File: src/rtl/rx_bram_bank_scheduler_pkg.sv
// Shared definitions for the rx BRAM bank scheduler: default geometry and FSM state type.
package rx_bram_bank_scheduler_pkg;

    localparam int unsigned RX_NUM_BANKS     = 20;
    localparam int unsigned RX_MEMORY_LENGTH = 510;
    localparam int unsigned RX_BANK_W        = 5;
    localparam int unsigned RX_IDX_W         = 11;

    typedef enum logic [1:0] {
        ST_IDLE,
        ST_WRITE,
        ST_SWEEP,
        ST_DONE
    } rx_sched_state_t;

endpackage

File: src/rtl/rx_bram_bank_scheduler_ring_ptr.sv
// Round-robin bank pointer with wrap, one-hot write decode and sticky "all banks primed" flag.
module rx_bank_ring_ptr
    import rx_bram_bank_scheduler_pkg::*;
#(
    parameter int unsigned NUM_BANKS = RX_NUM_BANKS,
    parameter int unsigned BANK_W    = RX_BANK_W
) (
    input  logic                 i_clk,
    input  logic                 i_rst_n,
    input  logic                 i_advance,
    output logic [BANK_W-1:0]    o_bank_sel,
    output logic [NUM_BANKS-1:0] o_onehot,
    output logic                 o_primed
);

    localparam logic [BANK_W-1:0] LAST_BANK = BANK_W'(NUM_BANKS - 1);

    logic [BANK_W-1:0] r_ptr;
    logic [BANK_W-1:0] r_last;
    logic              r_primed;
    logic              w_at_last;

    assign w_at_last = (r_ptr == LAST_BANK);

    always_ff @(posedge i_clk or negedge i_rst_n) begin
        if (!i_rst_n) begin
            r_ptr    <= '0;
            r_last   <= '0;
            r_primed <= 1'b0;
        end else if (i_advance) begin
            r_ptr  <= w_at_last ? '0 : r_ptr + 1'b1;
            r_last <= r_ptr;
            if (w_at_last) begin
                r_primed <= 1'b1;
            end
        end
    end

    always_comb begin
        o_onehot = '0;
        for (int unsigned b = 0; b < NUM_BANKS; b++) begin
            o_onehot[b] = i_advance && (r_ptr == BANK_W'(b));
        end
    end

    // Selected bank and primed flag reflect the write in the very cycle it happens.
    assign o_bank_sel = i_advance ? r_ptr : r_last;
    assign o_primed   = r_primed | (i_advance & w_at_last);

endmodule

File: src/rtl/rx_bram_bank_scheduler.sv
// Write/read-sweep sequencer for the rx sample BRAM ring, with overrun detection.
// Optional statistics counters enabled by defining RX_SCHED_STATS_EN.
module rx_bram_bank_scheduler
    import rx_bram_bank_scheduler_pkg::*;
#(
    parameter int unsigned NUM_BANKS     = RX_NUM_BANKS,
    parameter int unsigned MEMORY_LENGTH = RX_MEMORY_LENGTH,
    parameter int unsigned BANK_W        = RX_BANK_W,
    parameter int unsigned IDX_W         = RX_IDX_W
) (
    input  logic                 crx_clk,
    input  logic                 rrx_rst_n,
    input  logic                 erx_en,
    input  logic                 inew_sample_trig,
    output logic [NUM_BANKS-1:0] owr_en_bank,
    output logic                 ord_en,
    output logic [BANK_W-1:0]    obank_sel,
    output logic [IDX_W-1:0]     oread_idx,
    output logic                 osweep_done,
    output logic                 obanks_primed,
    output logic                 ooverrun
`ifdef RX_SCHED_STATS_EN
    ,
    output logic [15:0]          oovr_count,
    output logic [15:0]          osweep_count
`endif
);

    localparam logic [IDX_W-1:0] LAST_IDX = IDX_W'(MEMORY_LENGTH - 1);

    rx_sched_state_t  r_state;
    rx_sched_state_t  w_next;
    logic [IDX_W-1:0] r_idx;
    logic             r_pending;
    logic             r_overrun;

    logic w_accept;
    logic w_last_rd;
    logic w_write;
    logic w_rd;
    logic w_done;
    logic w_ovr_evt;
    logic w_set_pending;

    assign w_accept  = inew_sample_trig & erx_en;
    assign w_last_rd = (r_idx == LAST_IDX);

    always_comb begin
        w_next        = r_state;
        w_write       = 1'b0;
        w_rd          = 1'b0;
        w_done        = 1'b0;
        w_ovr_evt     = 1'b0;
        w_set_pending = 1'b0;
        case (r_state)
            ST_IDLE: begin
                if (w_accept) begin
                    w_next = ST_WRITE;
                end
            end
            ST_WRITE: begin
                w_write = 1'b1;
                w_next  = ST_SWEEP;
                if (w_accept) begin
                    w_ovr_evt = 1'b1;
                    w_next    = ST_WRITE;
                end
            end
            ST_SWEEP: begin
                w_rd = 1'b1;
                if (w_last_rd) begin
                    // A trigger on the final read is legal: finish, pulse done, then write.
                    w_next        = ST_DONE;
                    w_set_pending = w_accept;
                end else if (w_accept) begin
                    w_ovr_evt = 1'b1;
                    w_next    = ST_WRITE;
                end
            end
            ST_DONE: begin
                w_done = 1'b1;
                w_next = (w_accept || r_pending) ? ST_WRITE : ST_IDLE;
            end
            default: begin
                w_next = ST_IDLE;
            end
        endcase
    end

    always_ff @(posedge crx_clk or negedge rrx_rst_n) begin
        if (!rrx_rst_n) begin
            r_state   <= ST_IDLE;
            r_idx     <= '0;
            r_pending <= 1'b0;
            r_overrun <= 1'b0;
        end else begin
            r_state <= w_next;
            if (r_state == ST_SWEEP && w_next == ST_SWEEP) begin
                r_idx <= r_idx + 1'b1;
            end else begin
                r_idx <= '0;
            end
            if (w_set_pending) begin
                r_pending <= 1'b1;
            end else if (r_state == ST_DONE) begin
                r_pending <= 1'b0;
            end
            if (w_ovr_evt) begin
                r_overrun <= 1'b1;
            end
        end
    end

    rx_bank_ring_ptr #(
        .NUM_BANKS (NUM_BANKS),
        .BANK_W    (BANK_W)
    ) u_ring_ptr (
        .i_clk      (crx_clk),
        .i_rst_n    (rrx_rst_n),
        .i_advance  (w_write),
        .o_bank_sel (obank_sel),
        .o_onehot   (owr_en_bank),
        .o_primed   (obanks_primed)
    );

    assign ord_en      = w_rd;
    assign oread_idx   = r_idx;
    assign osweep_done = w_done;
    assign ooverrun    = r_overrun;

`ifdef RX_SCHED_STATS_EN
    logic [15:0] r_ovr_count;
    logic [15:0] r_sweep_count;

    always_ff @(posedge crx_clk or negedge rrx_rst_n) begin
        if (!rrx_rst_n) begin
            r_ovr_count   <= '0;
            r_sweep_count <= '0;
        end else begin
            if (w_ovr_evt && (r_ovr_count != '1)) begin
                r_ovr_count <= r_ovr_count + 1'b1;
            end
            if (w_done) begin
                r_sweep_count <= r_sweep_count + 1'b1;
            end
        end
    end

    assign oovr_count   = r_ovr_count;
    assign osweep_count = r_sweep_count;
`endif

endmodule

File: config.mk
export PLATFORM = sky130hd
export DESIGN_NAME = rx_bram_bank_scheduler
export DESIGN_NICKNAME = d
export VERILOG_FILES = /design/src/rtl/rx_bram_bank_scheduler_pkg.sv /design/src/rtl/rx_bram_bank_scheduler_ring_ptr.sv /design/src/rtl/rx_bram_bank_scheduler.sv
export SDC_FILE = /design/constraint.sdc
export NUM_CORES = 1
export LEC_CHECK = 0
export CELL_PAD_IN_SITES_DETAIL_PLACEMENT = 0
export CELL_PAD_IN_SITES_GLOBAL_PLACEMENT = 1
export CORE_ASPECT_RATIO = 1.25
export CORE_MARGIN = 8
export CORE_UTILIZATION = 40
export CTS_BUF_LIST = sky130_fd_sc_hd__clkbuf_2 sky130_fd_sc_hd__clkbuf_4 sky130_fd_sc_hd__clkbuf_8
export DETAILED_ROUTE_END_ITERATION = 16
export PLACE_DENSITY_LB_ADDON = 0.1
export SLEW_MARGIN = 20
export SYNTH_ARGS = -nofsm -noshare
export SYNTH_HDL_FRONTEND = slang
export SYNTH_SLANG_ARGS = --single-unit
File: constraint.sdc
create_clock -name crx_clk -period 3.4 [get_ports crx_clk]
set_input_delay 0.51 -clock crx_clk [delete_from_list [all_inputs] [get_ports crx_clk]]
set_output_delay 0.51 -clock crx_clk [all_outputs]
set_load 0.01 [all_outputs]
==> flow_summary.ini, run 1 <==
[detailed_routing]
drt-vias-per-instance = 5.35
route.met3.wl_um = 291
top_layer = met4
dr_total_vias = 1242
wl_per_cell_um = 15.6
drc = 0
drt_iter0_markers = 37
final_antenna_net_count = 0
wl_met2_mm = 1.90
met1Wirelength_mm = 1.38
drt_pass1_iterations = 4
finalWirelength_mm = 3.62

[critical_path]
reg2reg_slack_ns = 1.37
reg2regPathDepth = 5
path_class = reg2out
critPathLaunch = r_state[1]
required_ns = 2.89
start_kind = register
crit_fanout = 10
reg2reg_to = oread_idx[6]
critPathCaptureType = output pin
r2r_start = r_state[1]
critPathArrivalTime_ns = 2.52

[global_routing]
grt_overflow = 0
grt_pass1_vias = 1287
grt_usage_pct = 12.3
grt_max_degree = 27
antenna_found_initial = 0
grt_pass1_wl_mm = 6.14

[cells_and_area]
nFillCells = 363
area_delta_synth_final_pct = 33.5
drive_above_1_share_pct = 14.1
most-common-layout-cells = 43 x clkdlybuf4s50_1, 26 x dfrtp_1, 21 x and3_1, 11 x ha_1, 10 x nor3_2
layout_commonest_cell = clkdlybuf4s50_1
nNetsFinal = 209
instances_no_fill = 232
n_antenna_cell = 0

[floorplanning]
dieWidth_um = 71.7
die-area_sq_um = 6140
die_h_um = 85.6
coreArea_sq_um = 3750
row_count = 25
ios = 44
initial_core_util_pct = 41.3

[timing]
tns_ns = 0
slew_headroom_pct = 63.4
setup_ws_ns = 0.366
tightest_slew_ns = 0.549
period_share_pct = 89.2
period_needed_ns = 3.03
rsz0062_at_grt = false
max_freq_ghz = 0.330
drv_slew = 0
hold_violations = 0
setup_viol = 0
finClkSkew_ns = 0.00703

[yosys]
synth_compound_area_share_pct = 6.45
synth_cell_type_count = 38
synth_top_family_by_area = simple AND/OR/NAND/NOR gates
syn_inst = 148
yosysSeqAreaShare_pct = 41.9
avgSynthCellArea_sq_um = 10.5
synth_mux_area_share_pct = 4.27
yosys.area_share.simple_pct = 28.9
ys_ff_latch = 26
syn_nets = 163
yosys_warnings = 0
yosys.area_share.adder_pct = 8.87
synthXorXnorAreaFrac_pct = 5.65
syn_area_sq_um = 1550

[hold_path]
hold_end = u_ring_ptr.r_primed
min_delay_path_depth = 1
min-delay-start = u_ring_ptr.r_primed
hp-class = reg2reg

[clock_tree]
cts_sinks = 26
htree_levels = 1
post_cts_buffers = 0
cts_tree = done
clock-root-buffer = clkbuf_8
path_clk_slew_ns = 0.08
clkLatencyLatePin_ns = 0.27
cts_resized = 0
cts_buffers = 3
holdBufCountCts = 0
clk_path_buf_depth = 2

[power_and_ir_drop]
p_per_area_nw_per_um2 = 579
ir_worst_vdd_v = 0.000213
p_leak_nw = 0.943

[placed_design]
pre_cts_slack_ns = 0.645
gp_congestion = 0.739
place_inst = 229
hpwlAfterDp_mm = 2.89
portBuffers = 43

[outcome]
status = finished, final reports clean

[job]
maxCapViolCount = 0
-- flip-flops by register name, summed over array words and instances, names as in the netlist --
name / flops
ooverrun: 1
oread_idx: 11
r_pending: 1
r_state: 2
u_ring_ptr.r_last: 5
u_ring_ptr.r_primed: 1
u_ring_ptr.r_ptr: 5
-- synthesized netlist by cell type --
master	n	area share (%)
a2111o_1	1	0.73
a21o_1	1	0.48
a21oi_1	2	0.65
a31oi_1	1	0.40
and2_0	1	0.40
and2_1	2	0.81
and3_1	21	8.5
and3b_1	1	0.56
and4_1	1	0.56
and4_4	1	0.73
and4bb_1	1	0.81
buf_1	1	0.24
buf_2	1	0.32
buf_6	1	0.73
clkbuf_1	3	0.73
dfrtp_1	26	42
ha_1	11	8.9
inv_1	8	1.9
mux2_2	5	3.6
mux2i_1	1	0.65
nand2_1	8	1.9
nand2b_1	1	0.40
nand3_1	5	1.6
nand4_1	2	0.81
nand4_4	1	1.4
nor2_1	3	0.73
nor2b_1	3	1.2
nor3_1	2	0.65
nor3_2	10	6.5
o21ai_0	3	0.97
o21bai_1	1	0.48
o22ai_1	4	1.6
o2bb2ai_1	1	0.56
o31a_1	1	0.56
or2_2	2	0.81
or3b_2	1	0.56
xnor2_1	3	1.7
xor2_1	7	4.0
-- worst max path at each step --
| stage | to | slack [ns] | cells past startpoint |
|---|---|---|---|
| finish | owr_en_bank[6] | 0.37 | 6 |
| global route | owr_en_bank[5] | 0.22 | 6 |
| CTS | owr_en_bank[6] | 0.34 | 6 |
| detailed placement | owr_en_bank[6] | 0.65 | 6 |
| global placement | owr_en_bank[4] | 0.79 | 6 |
| floorplan | obank_sel[1] | 1.30 | 5 |
-- cells by family after synthesis --
kind of cell	Yosys count
AND/OR/NAND/NOR	66
multiplexers	6
buffers and inverters	14
adder cells (fa/ha/maj)	11
AO/OA/AOI/OAI	15
XOR/XNOR	10
flip-flops	26
-- worst max-delay path, stage by stage (launching register included) --
cell and delay (ns):
dfrtp_1 0.44, inv_1 0.12, ha_1 0.36, buf_4 0.23
and2_0 0.33, and3_1 0.22, clkdlybuf4s50_1 0.54
-- layer usage --
| layer | global-route usage, % | vias to the layer above |
|---|---|---|
| li1 | - | 606 |
| met1 | 11.9 | 597 |
| met2 | 22.7 | 34 |
| met3 | 4.67 | 5 |
| met4 | 5.03 | 0 |
| met5 | 0 | - |
-- report_power, final --
part,switching [mW],internal (mW)
Combinational,0.293,0.294
Sequential,0.0645,0.380
Clock,0.0895,0.0793
-- cell type report --
type	count	area, sq um	share of cell area [%]
clock buffer	3	41.3	1.99
inverter	8	30.0	1.45
multi-input combinational	108	840	40.5
sequential	26	651	31.4
tap	40	50.0	2.42
timing repair buffer	47	460	22.2
-- metrics by stage --
| step | power, mW | hold slack [ns] | utilization [%] | instance area, sq um |
|---|---|---|---|---|
| floorplan | 0.790 | 0.214 | - | 1550 |
| global placement | 1.02 | 0.444 | 54.1 | 2030 |
| detailed placement | 1.05 | 0.449 | 54.1 | 2030 |
| CTS | 1.22 | 0.471 | 55.2 | 2070 |
| global route | 1.30 | 0.490 | 55.2 | 2070 |
| finish | 1.20 | 0.462 | 55.2 | 2070 |
No activity file was read; power rests on OpenSTA's default activity.
==> run 2: changes to the inputs <==
--- a/config.mk
+++ b/config.mk
@@ -9,11 +9,12 @@
 export CELL_PAD_IN_SITES_GLOBAL_PLACEMENT = 1
 export CORE_ASPECT_RATIO = 1.25
 export CORE_MARGIN = 8
-export CORE_UTILIZATION = 40
+export CORE_UTILIZATION = 41
 export CTS_BUF_LIST = sky130_fd_sc_hd__clkbuf_2 sky130_fd_sc_hd__clkbuf_4 sky130_fd_sc_hd__clkbuf_8
 export DETAILED_ROUTE_END_ITERATION = 16
 export PLACE_DENSITY_LB_ADDON = 0.1
-export SLEW_MARGIN = 20
+export SLEW_MARGIN = 25
 export SYNTH_ARGS = -nofsm -noshare
 export SYNTH_HDL_FRONTEND = slang
+export SYNTH_HIERARCHICAL = 1
 export SYNTH_SLANG_ARGS = --single-unit
==> run 2 against run 1 <==
  * Synthesized cell count rose by 8.8%
  * Cell area rose by 4.5%
  * Total power rose by 11%
  * Sequential share of layout area fell by 1.4 points
  * Routed wire length rose by 1.8%
  * Critical path depth fell by 1
  * Setup slack improved by 0.051 ns
  * Register-to-register slack got worse by 0.18 ns
  * Final cell count rose by 10%
  * First-iteration DRC count fell by 11%
  * Fmax rose by 1.7%
  * Critical path type unchanged
  * Critical endpoint is now owr_en_bank[19]
  * Highest routed layer unchanged
==> flow_summary.ini, run 2 <==
[critical_path]
critPathArrivalTime_ns = 2.47
reg2reg_to = oread_idx[9]
r2r_start = r_state[1]
cp_slowest_cell = clkdlybuf4s50_1
cp_top_family = buffers and inverters
required_ns = 2.89
reg2reg_slack_ns = 1.19
start_kind = register
critical_path_buf_inv_count = 2
critPathLaunch = r_state[1]
critPathCaptureType = output pin
path_depth = 5
path_class = reg2out
crit_chain = inv_1, ha_1, and2b_1, and3_1, clkdlybuf4s50_1
reg2regPathDepth = 5
critical-path-max-stage-delay_ns = 0.54
crit_fanout = 17

[yosys]
ys_ff_latch = 26
syn_inst = 161
yosys_warnings = 6
synthTopCellsByCount = 26 x dfrtp_1, 11 x ha_1, 10 x and3_1, 10 x inv_1, 10 x nor3_2
syn_nets = 176
yosysMostFrequentCell = dfrtp_1
synth_ff_type = dfrtp_1
synth_cell_type_count = 43
async_flop_share_pct = 100
yosysTopAreaCell = dfrtp_1
syn_area_sq_um = 1650
yosysSeqAreaShare_pct = 39.5
synth_area_leaders = dfrtp_1 40%, ha_1 8.4%, nor3_2 6.1%, and3_1 3.8%, xor2_1 3.7%
synth_edf_count = 0
synth_top_area_share_pct = 39.5
avgSynthCellArea_sq_um = 10.2

[placed_design]
place_inst = 252
gp_congestion = 0.751
portBuffers = 43
pre_cts_slack_ns = 0.719
postPlaceCellArea_sq_um = 2090
hpwlAfterDp_mm = 2.87

[cells_and_area]
layout_commonest_cell = clkdlybuf4s50_1
largest_reg_flops = 11
most-common-layout-cells = 43 x clkdlybuf4s50_1, 26 x dfrtp_1, 11 x ha_1
instances_no_fill = 256
drive_above_1_share_pct = 13.9
nNetsFinal = 218
area_delta_synth_final_pct = 31.6
fin_area_sq_um = 2170
final_util_pct = 56.8
n_antenna_cell = 0

[floorplanning]
dieWidth_um = 72.7
die_h_um = 86.8
initial_core_util_pct = 43.1
die-area_sq_um = 6310
coreArea_sq_um = 3820
row_count = 25
ios = 44

[clock_tree]
holdBufCountCts = 0
clk_path_buf_depth = 2
cts_tree = done
cts_resized = 0
cts_buffers = 3
cts_sinks = 26
htree_levels = 1
path_clk_slew_ns = 0.09
clkLatencyLatePin_ns = 0.27
post_cts_buffers = 0
clock-root-buffer = clkbuf_8

[timing]
period_needed_ns = 2.98
slew_headroom_pct = 61.8
setup_viol = 0
tns_ns = 0
hold_violations = 0
rsz0062_at_grt = false
period_share_pct = 87.7
finClkSkew_ns = 0.00612
tightest_slew_ns = 0.573
drv_slew = 0
max_freq_ghz = 0.335
setup_ws_ns = 0.417
fin_hold_ws_ns = 0.477

[global_routing]
grt_max_degree = 27
antenna_found_initial = 0
grt_pass1_wl_mm = 6.56
grt_pass1_vias = 1458
grt_usage_pct = 12.7
grt_overflow = 0

[hold_path]
min-delay-start = u_ring_ptr/r_primed
min_delay_path_depth = 1
hold_end = u_ring_ptr/r_primed
hp-class = reg2reg

[detailed_routing]
dr_total_vias = 1300
drc = 0
final_antenna_net_count = 0
drt-vias-per-instance = 5.08
drt_iter0_markers = 33
finalWirelength_mm = 3.69
drt_pass1_iterations = 4
wl_per_cell_um = 14.4

[power_and_ir_drop]
ir_worst_vdd_v = 0.000313
power_mw = 1.33
p_leak_nw = 0.905
p_per_area_nw_per_um2 = 615

[outcome]
status = finished, final reports clean

[job]
maxCapViolCount = 0
## run 2: metal layers
| metal | up-vias | track usage (%) | routed length [um] |
|---|---|---|---|
| met5 | - | 0 | 0 |
| met4 | 0 | 4.38 | 46 |
| met3 | 5 | 4.16 | 275 |
| met2 | 33 | 24.6 | 1950 |
| met1 | 619 | 11.9 | 1420 |
| li1 | 643 | - | - |
## run 2: area by class of cell
| class | count | area [sq um] |
|---|---|---|
| Clock inverter | 1 | 30.0 |
| Inverter | 10 | 37.5 |
| Tap cell | 54 | 67.6 |
| Multi-Input combinational cell | 116 | 886 |
| Sequential cell | 26 | 651 |
| Timing Repair Buffer | 46 | 453 |
| Fill cell | 358 | 1650 |
| Clock buffer | 3 | 41.3 |
## run 2: power by group
part           internal (mW)  switching, mW  leakage, nW
logic                  0.306          0.307        0.525
registers              0.379         0.0873        0.344
clock network          0.157         0.0956       0.0357
total                  0.843          0.490        0.905
## run 2: logic make-up after synthesis
logic type | count (synthesis) | synth area share (%)
compound gates | 19 | 7.99
xor+xnor | 10 | 5.32
fa+ha+maj | 11 | 8.36
buf+inv | 19 | 6.62
flops | 26 | 39.5
mux | 5 | 3.35
simple gates | 71 | 28.8
## run 2: worst max path at each step
stage | end | slack [ns]
after floorplan | owr_en_bank[11] | 1.47
after global placement | owr_en_bank[19] | 0.78
after detailed placement | owr_en_bank[19] | 0.72
after CTS | owr_en_bank[19] | 0.40
after global routing | owr_en_bank[18] | 0.21
final | owr_en_bank[19] | 0.42
## run 2: worst reg2reg max path: cells and delay by family, from the launching register on
| family | cells | cell delay, ns |
|---|---|---|
| AO/OA/AOI/OAI | 1 | 0.67 |
| adder cells (fa/ha/maj) | 1 | 0.53 |
| flip-flops | 1 | 0.44 |
| AND/OR/NAND/NOR | 2 | 0.37 |
| buffers and inverters | 1 | 0.13 |
==> run 3: changes to the inputs <==
--- a/config.mk
+++ b/config.mk
@@ -8,8 +8,8 @@
 export CELL_PAD_IN_SITES_DETAIL_PLACEMENT = 0
 export CELL_PAD_IN_SITES_GLOBAL_PLACEMENT = 1
 export CORE_ASPECT_RATIO = 1.25
-export CORE_MARGIN = 8
-export CORE_UTILIZATION = 41
+export CORE_MARGIN = 5
+export CORE_UTILIZATION = 38
 export CTS_BUF_LIST = sky130_fd_sc_hd__clkbuf_2 sky130_fd_sc_hd__clkbuf_4 sky130_fd_sc_hd__clkbuf_8
 export DETAILED_ROUTE_END_ITERATION = 16
 export PLACE_DENSITY_LB_ADDON = 0.1
==> constraint.sdc (replaced) <==
create_clock -name crx_clk -period 3.3 [get_ports crx_clk]
set_input_delay 0.495 -clock crx_clk [delete_from_list [all_inputs] [get_ports crx_clk]]
set_output_delay 0.495 -clock crx_clk [all_outputs]
set_load 0.01 [all_outputs]
==> run 3 against run 2 <==
  * Clock power down 21%
  * Sequential cell count stayed put
  * Cell area down 0.64%
  * Total power fell by 2.0%
==> flow_summary.ini, run 3 (synthesized netlist as in run 2, its figures left out) <==
[outcome]
status = finished, final reports clean

[floorplanning]
ios = 44
initial_core_util_pct = 39.8
die_h_um = 83.6
row_count = 26
die-area_sq_um = 5750
coreArea_sq_um = 4130
dieWidth_um = 68.9

[global_routing]
antenna_found_initial = 0
grt_max_degree = 27
grt_pass1_wl_mm = 6.00
grt_pass1_vias = 1312
grt_overflow = 0
grt_usage_pct = 12.6

[timing]
rsz0062_at_grt = false
drv_slew = 0
slew_headroom_pct = 63.1
setup_viol = 0
period_needed_ns = 2.93
tns_ns = 0
period_share_pct = 88.8
max_freq_ghz = 0.341
tightest_slew_ns = 0.554
finClkSkew_ns = 0.00352
hold_violations = 0

[detailed_routing]
finalWirelength_mm = 3.47
drt_pass1_iterations = 4
drc = 0
final_antenna_net_count = 0
drt_iter0_markers = 56
drt-vias-per-instance = 4.95
dr_total_vias = 1277
wl_per_cell_um = 13.4

[power_and_ir_drop]
p_per_area_nw_per_um2 = 607
p_leak_nw = 0.898
ir_worst_vdd_v = 0.000358

[clock_tree]
clock-root-buffer = clkbuf_8
cts_resized = 0
cts_tree = done
path_clk_slew_ns = 0.09
clk_path_buf_depth = 2
holdBufCountCts = 0
cts_sinks = 26
htree_levels = 1
cts_buffers = 3
clkLatencyLatePin_ns = 0.26
post_cts_buffers = 0

[cells_and_area]
multi_input_area_sq_um = 886
n_antenna_cell = 0
most-common-layout-cells = 43 x clkdlybuf4s50_1, 26 x dfrtp_1, 11 x ha_1
nNetsFinal = 218
instances_no_fill = 258
layout_commonest_cell = clkdlybuf4s50_1
nFillCells = 434
ff_latch_area_sq_um = 651
drive_above_1_share_pct = 13.9
area_delta_synth_final_pct = 30.8
largest_reg_flops = 11
final_util_pct = 52.1

[hold_path]
hp-class = reg2reg
min-delay-start = u_ring_ptr/r_primed

[critical_path]
critPathCaptureType = output pin
path_class = reg2out
critPathLaunch = r_state[1]
r2r_start = r_state[1]
crit_fanout = 16
critPathArrivalTime_ns = 2.43
start_kind = register
required_ns = 2.80

[placed_design]
hpwlAfterDp_mm = 2.62
portBuffers = 43
place_inst = 254
gp_congestion = 0.757

[job]
maxCapViolCount = 0
==> run 3: path summary, 6_finish.rpt <==
kind / slack (ns) / cells after the start / to
max: 0.37 / 5 / owr_en_bank[16]
min: 0.48 / 1 / u_ring_ptr/r_primed
max reg2reg: 1.13 / 5 / oread_idx[10]
min reg2reg: 0.48 / 1 / u_ring_ptr/r_primed
max in group asynchronous: 2.46 / 2 / u_ring_ptr/r_ptr[1]
min in group asynchronous: 0.59 / 2 / r_state[0]
==> run 3: per-layer routing <==
layer,vias up,GRT usage (%),wire length (um)
met3,2,1.35,133
met5,-,0,0
li1,638,-,-
met1,608,15.6,1550
met2,29,23.1,1760
met4,0,2.13,19
==> run 3: metrics by stage <==
step	hold slack, ns	instance area [sq um]	power (mW)	worst slack (ns)
floorplan	0.199	1650	0.906	1.39
global placement	0.455	2100	1.10	0.725
detailed placement	0.457	2100	1.12	0.621
CTS	0.482	2150	1.33	0.326
global route	0.507	2150	1.41	0.131
finish	0.482	2150	1.31	0.371
==> run 3: cell type report <==
type / count / share of cell area, %
well taps: 56 / 3.26
repair buffers: 46 / 21.0
multi-input cells: 116 / 41.2
clock buffers: 4 / 2.56
flip-flops and latches: 26 / 30.2
inverters: 10 / 1.74
==> run 3: where the power goes <==
group / switching (mW) / internal (mW) / leakage, nW / total, mW
clock: 0.0945 / 0.106 / 0.0288 / 0.201
sequential: 0.0903 / 0.391 / 0.344 / 0.481
combinational: 0.310 / 0.314 / 0.525 / 0.625
==> run 3: critical path, stage by stage (launching register included) <==
cell             delay [ns]
dfrtp_1                0.44
inv_1                  0.12
ha_1                   0.52
and2b_1                0.35
and3_1                 0.20
clkdlybuf4s50_1        0.54
